### src/rtl/ram_wb_bridge.sv
// Wishbone-classic 32-bit slave that splits each word access into four byte
// accesses on an 8-bit single-port SRAM macro (active-low CE, active-high WE,
// read data registered one cycle after the address). All outputs are flops.
module ram_wb_bridge #(
  parameter int RAM_AW = 9
) (
  input  logic              clk_i,
  input  logic              rst_i,
  input  logic              wb_cyc_i,
  input  logic              wb_stb_i,
  input  logic              wb_we_i,
  input  logic [RAM_AW-1:0] wb_adr_i,
  input  logic [3:0]        wb_sel_i,
  input  logic [31:0]       wb_dat_i,
  output logic [31:0]       wb_dat_o,
  output logic              wb_ack_o,
  output logic              ram_cen_o,
  output logic              ram_wen_o,
  output logic [RAM_AW-1:0] ram_adr_o,
  output logic [7:0]        ram_dat_o,
  input  logic [7:0]        ram_dat_i
);

  localparam int WW = RAM_AW - 2;

  typedef enum logic [1:0] {
    IDLE   = 2'd0,
    ACCESS = 2'd1,
    DRAIN  = 2'd2,
    ACK    = 2'd3
  } state_t;

  state_t            state_q, state_d;
  logic [1:0]        cnt_q, cnt_d;
  logic [WW-1:0]     word_q, word_d;
  logic [3:0]        sel_q, sel_d;
  logic              we_q, we_d;
  logic [31:0]       dat_q, dat_d;
  logic              ram_cen_q, ram_cen_d;
  logic              ram_wen_q, ram_wen_d;
  logic [RAM_AW-1:0] ram_adr_q, ram_adr_d;
  logic [7:0]        ram_dat_q, ram_dat_d;
  logic              ack_q, ack_d;
  logic [31:0]       rdat_q, rdat_d;
  logic              rd_vld_q, rd_vld_d;
  logic [1:0]        rd_lane_q, rd_lane_d;

  // Byte-lane address bits of the word address carry no information here.
  logic unused_adr;
  assign unused_adr = ^wb_adr_i[1:0];

  // Next-state, registered-output and read-capture logic.
  // NOTE: every signal gets its default before the case statement, so no path
  // can leave one unassigned and infer a latch.
  always_comb begin
    state_d   = state_q;
    cnt_d     = cnt_q;
    word_d    = word_q;
    sel_d     = sel_q;
    we_d      = we_q;
    dat_d     = dat_q;
    ram_cen_d = 1'b1;
    ram_wen_d = 1'b0;
    ram_adr_d = ram_adr_q;
    ram_dat_d = ram_dat_q;
    ack_d     = 1'b0;
    rdat_d    = rdat_q;

    // The macro returns data the cycle after a read access was presented on
    // its pins, so track which lane that data belongs to one cycle behind.
    rd_vld_d  = ~ram_cen_q & ~ram_wen_q;
    rd_lane_d = ram_adr_q[1:0];
    if (rd_vld_q && state_q != IDLE) begin
      rdat_d[{rd_lane_q, 3'b000} +: 8] = ram_dat_i;
    end

    case (state_q)
      IDLE: begin
        cnt_d = 2'd0;
        if (wb_cyc_i && wb_stb_i) begin
          state_d = ACCESS;
          word_d  = wb_adr_i[RAM_AW-1:2];
          sel_d   = wb_sel_i;
          we_d    = wb_we_i;
          dat_d   = wb_dat_i;
        end
      end
      ACCESS: begin
        if (!wb_cyc_i) begin
          state_d = IDLE;
        end else begin
          ram_adr_d = {word_q, cnt_q};
          if (we_q) begin
            // Deselected write lanes still burn their cycle: fixed latency.
            if (sel_q[cnt_q]) begin
              ram_cen_d = 1'b0;
              ram_wen_d = 1'b1;
              ram_dat_d = dat_q[{cnt_q, 3'b000} +: 8];
            end
          end else begin
            ram_cen_d = 1'b0;
          end
          cnt_d = cnt_q + 2'd1;
          if (cnt_q == 2'd3) begin
            state_d = we_q ? ACK : DRAIN;
          end
        end
      end
      DRAIN: begin
        state_d = wb_cyc_i ? ACK : IDLE;
      end
      ACK: begin
        ack_d   = 1'b1;
        state_d = IDLE;
      end
      default: state_d = IDLE;
    endcase
  end

  // State and output registers with asynchronous reset.
  // NOTE: sequential state uses non-blocking assignments only, so every flop
  // samples the pre-edge value of its neighbours regardless of block order.
  always_ff @(posedge clk_i or posedge rst_i) begin
    if (rst_i) begin
      state_q   <= IDLE;
      cnt_q     <= 2'd0;
      word_q    <= '0;
      sel_q     <= 4'd0;
      we_q      <= 1'b0;
      dat_q     <= 32'd0;
      ram_cen_q <= 1'b1;
      ram_wen_q <= 1'b0;
      ram_adr_q <= '0;
      ram_dat_q <= 8'd0;
      ack_q     <= 1'b0;
      rdat_q    <= 32'd0;
      rd_vld_q  <= 1'b0;
      rd_lane_q <= 2'd0;
    end else begin
      state_q   <= state_d;
      cnt_q     <= cnt_d;
      word_q    <= word_d;
      sel_q     <= sel_d;
      we_q      <= we_d;
      dat_q     <= dat_d;
      ram_cen_q <= ram_cen_d;
      ram_wen_q <= ram_wen_d;
      ram_adr_q <= ram_adr_d;
      ram_dat_q <= ram_dat_d;
      ack_q     <= ack_d;
      rdat_q    <= rdat_d;
      rd_vld_q  <= rd_vld_d;
      rd_lane_q <= rd_lane_d;
    end
  end

  assign wb_dat_o  = rdat_q;
  assign wb_ack_o  = ack_q;
  assign ram_cen_o = ram_cen_q;
  assign ram_wen_o = ram_wen_q;
  assign ram_adr_o = ram_adr_q;
  assign ram_dat_o = ram_dat_q;

endmodule
### config.mk
export PLATFORM = sky130hd
export DESIGN_NAME = ram_wb_bridge
export DESIGN_NICKNAME = d
export VERILOG_FILES = /design/src/rtl/ram_wb_bridge.sv
export SDC_FILE = /design/constraint.sdc
export NUM_CORES = 1
export LEC_CHECK = 0
export BUFFER_PORTS_ARGS = -buffer_cell sky130_fd_sc_hd__buf_2
export CAP_MARGIN = 10
export CORE_UTILIZATION = 30
export CTS_CLUSTER_DIAMETER = 60
export CTS_CLUSTER_SIZE = 30
export DETAILED_ROUTE_END_ITERATION = 10
export PLACE_DENSITY_LB_ADDON = 0.12
export SLEW_MARGIN = 5
export SYNTH_ARGS = -nofsm -noshare
export SYNTH_HDL_FRONTEND = slang
export SYNTH_SLANG_ARGS = --single-unit
### constraint.sdc
create_clock -name clk_i -period 8.4 [get_ports clk_i]
set_input_delay 2.1 -clock clk_i [delete_from_list [all_inputs] [get_ports clk_i]]
set_output_delay 2.1 -clock clk_i [all_outputs]
set_load 0.02 [all_outputs]
==> metrics.md <==
| Metric | Value |
|---|---|
| Status | `finished clean` |
| Clk_lat worst skew | `0.35 ns` |
| Synth Warn # | `0` |
| Placeable Area | `0.0141 mm²` |
| Leakage Power | `2.41 nW` |
| Number of buffers added on ports | `107` |
| Commonest cells post-synth | `102 x dfrtp_1, 86 x nand2_1, 67 x mux2_2` |
| Reg2reg end | `ram_dat_o[1]$_DFFE_PP0P_` |
| Worst slew pin tran | `0.991 ns` |
| Share of the synthesized area in the top cell type | `58.2%` |
| Area growth, synth to finish | `23.0%` |
| R2r setup slk | `6.15 ns` |
| Rows | `43` |
| Vias per cell | `4.65` |
| WHS | `0.408 ns` |
| Num ports | `110` |
| Synth unique cells | `37` |
| Worst-path clk slew | `0.07 ns` |
| Ys flop type | `dfrtp_1` |
| Clk sinks | `103` |
| Worst Path Arrival | `3.70 ns` |
| Total GRT Usage | `14.4%` |
| DIE AREA | `0.0151 mm²` |
| Max Slew Vio Count | `0` |
| Detail-routed net length per standard cell | `15.5 µm` |
| Worst IR drop on VDD | `165 µV` |
| Fin crit share | `41.3%` |
| Most common cell in the netlist | `dfrtp_1` |
| Hold Crit Start | `ram_adr_o[1]$_DFFE_PP0P_` |
| Startpoint Class | `input pin` |
| Post-DRT Antenna Nets | `0` |
| H-tree depth | `3` |
| Critical R2R Launch | `cnt_q[1]$_DFFE_PP0P_` |
| Post_cts resized | `0` |
| Vias in the first global route | `2973` |
| Seq/Total Area, Yosys | `58.8%` |
| Num CTS Buffers | `9` |
| Setup TNS | `0 ns` |
| Post-Synthesis Cell Area | `0.00439 mm²` |
| Vias post-DR | `3040` |
| Critical-path maximum fanout | `42` |
| Hold path depth | `0` |
| Die width | `123 µm` |
| Clk_skew | `0.00645 ns` |
| Die Ht | `123 µm` |
| Clk Tree Root Cell | `clkbuf_16` |
| F_max | `288 MHz` |
| Initial antenna violation count | `0` |
| # diodes | `0` |
| TritonRoute pass-1 iters | `4` |
| Post-detail-place hpwl | `6940 µm` |
| Syn nets | `429` |
| Aggregate global routing overflow | `0` |
| Final Setup Violations | `0` |
| CTS tree | `built` |
| Crit Path Class | `in2reg` |
| #FFs+latches synth | `103` |
| Layout cells sized above 1 | `41.4%` |
| CTS Buffer Depth | `2` |
| CP Launch Point | `wb_cyc_i` |
| Crit. End Element | `register` |
| Slew headroom | `33.8%` |
| EDFF count, synth | `0` |
| R2R depth | `4` |
| RSZ-0062 raised after global routing | `false` |
| Pwr/cell area | `275 mW/mm²` |
| Post-CTS Hold Buffers | `0` |
| MaxCap Viol Count | `0` |
| Post-synth ARST share | `100%` |
| Initial core utilization | `31.1%` |
| Postcts setup bufs | `0` |
| Final wirelength | `10100 µm` |
| Global placer's final weighted congestion | `0.732` |
| Post-route DRC | `0` |
| Hold Vio Cnt, Final | `0` |
| Req. time, crit path | `8.63 ns` |
| Fill cells | `1400` |
| Post-synth top area cell | `dfrtp_1` |
| Initial DRC Count | `154` |
| Final net count | `534` |
| Synth Area per Inst | `12.0 µm²` |
| Minimum clock period | `3.47 ns` |
| Worst Hold End | `rd_lane_q[1]$_DFF_PP0_` |
| Global-route wire length before repair | `16200 µm` |
| Synth area leaders | `dfrtp_1 58%, mux2_2 17%, nand2_1 7.4%` |
| Largest net degree at the start of global routing | `59` |
| Post-synthesis cell count | `365` |
| Worst Hold Class | `reg2reg` |
## logic make-up after synthesis
group | count (synthesis) | synth area share, %
compound gates | 60 | 8.47
fa+ha+maj | 6 | 1.71
buf+inv | 20 | 2.51
flops | 103 | 58.8
mux | 71 | 18.2
simple gates | 105 | 10.4
## through the flow
step                      power [mW]  setup WS [ns]  cells  utilization, %  instance area (µm²)
after floorplan                0.913           3.60    365               -                 4390
after global placement          1.04           4.55    639            36.0                 5070
after detailed placement        1.05           4.53    639            36.0                 5070
after CTS                       1.51           4.90    654            38.3                 5400
after global routing            1.58           4.81    654            38.3                 5400
final                           1.49           4.93    654            38.3                 5400
## cells in the final DEF (no fill, tap or decap), types with 4 or more instances in the layout
cell type / n
nand2_1: 86
ha_1: 6
dfrtp_1: 102
a221o_1: 7
mux2_2: 67
o21ai_0: 33
nor2_1: 4
o22ai_1: 7
buf_2: 107
clkbuf_16: 9
## cell type report
class / instances / area, µm² / share of cell area, %
multi-input combinational: 242 / 1700 / 31.5
clock inverter: 5 / 82.6 / 1.53
sequential: 103 / 2580 / 47.8
tap: 180 / 225 / 4.17
inverter: 5 / 21.3 / 0.394
clock buffer: 10 / 239 / 4.43
timing repair buffer: 109 / 551 / 10.2
## critical path: stages
cell	delay (ns)
buf_2	0.13
nor2b_4	0.20
inv_2	0.07
nor3b_4	0.26
buf_4	0.52
mux2_2	0.40
## per-layer routing
layer  global-route usage (%)  up-vias  part of all wire (%)
li1                         -     1480                     -
met2                     22.5       77                    47
met1                     18.7     1474                    46
met5                        0        -                     0
met4                     4.12        0                   1.1
met3                     5.30        9                   6.1
## power breakdown
group | switching [mW] | leakage (nW) | internal (mW)
Sequential | 0.0679 | 1.17 | 0.610
Combinational | 0.201 | 1.09 | 0.153
Clock | 0.187 | 0.147 | 0.268
Total | 0.455 | 2.41 | 1.03
## worst max-delay path by stage
stage,endpoint,cells past startpoint
after floorplan,cnt_q[0]$_DFFE_PP0P_,1
after global placement,dat_q[3]$_DFFE_PP0P_,6
after detailed placement,dat_q[15]$_DFFE_PP0P_,6
after CTS,dat_q[23]$_DFFE_PP0P_,6
after global routing,dat_q[10]$_DFFE_PP0P_,6
final,dat_q[2]$_DFFE_PP0P_,6
## flip-flops by register name, indices dropped and copies added (netlist names)
name / flops
we_q: 1
wb_dat_o: 32
ram_wen_o: 1
sel_q: 4
wb_ack_o: 1
dat_q: 32
rd_lane_q: 2
ram_adr_o: 9
word_q: 7
ram_cen_o: 1
state_q: 2
rd_vld_q: 1
cnt_q: 2
ram_dat_o: 8
No activity file was read; power rests on OpenSTA's default activity.
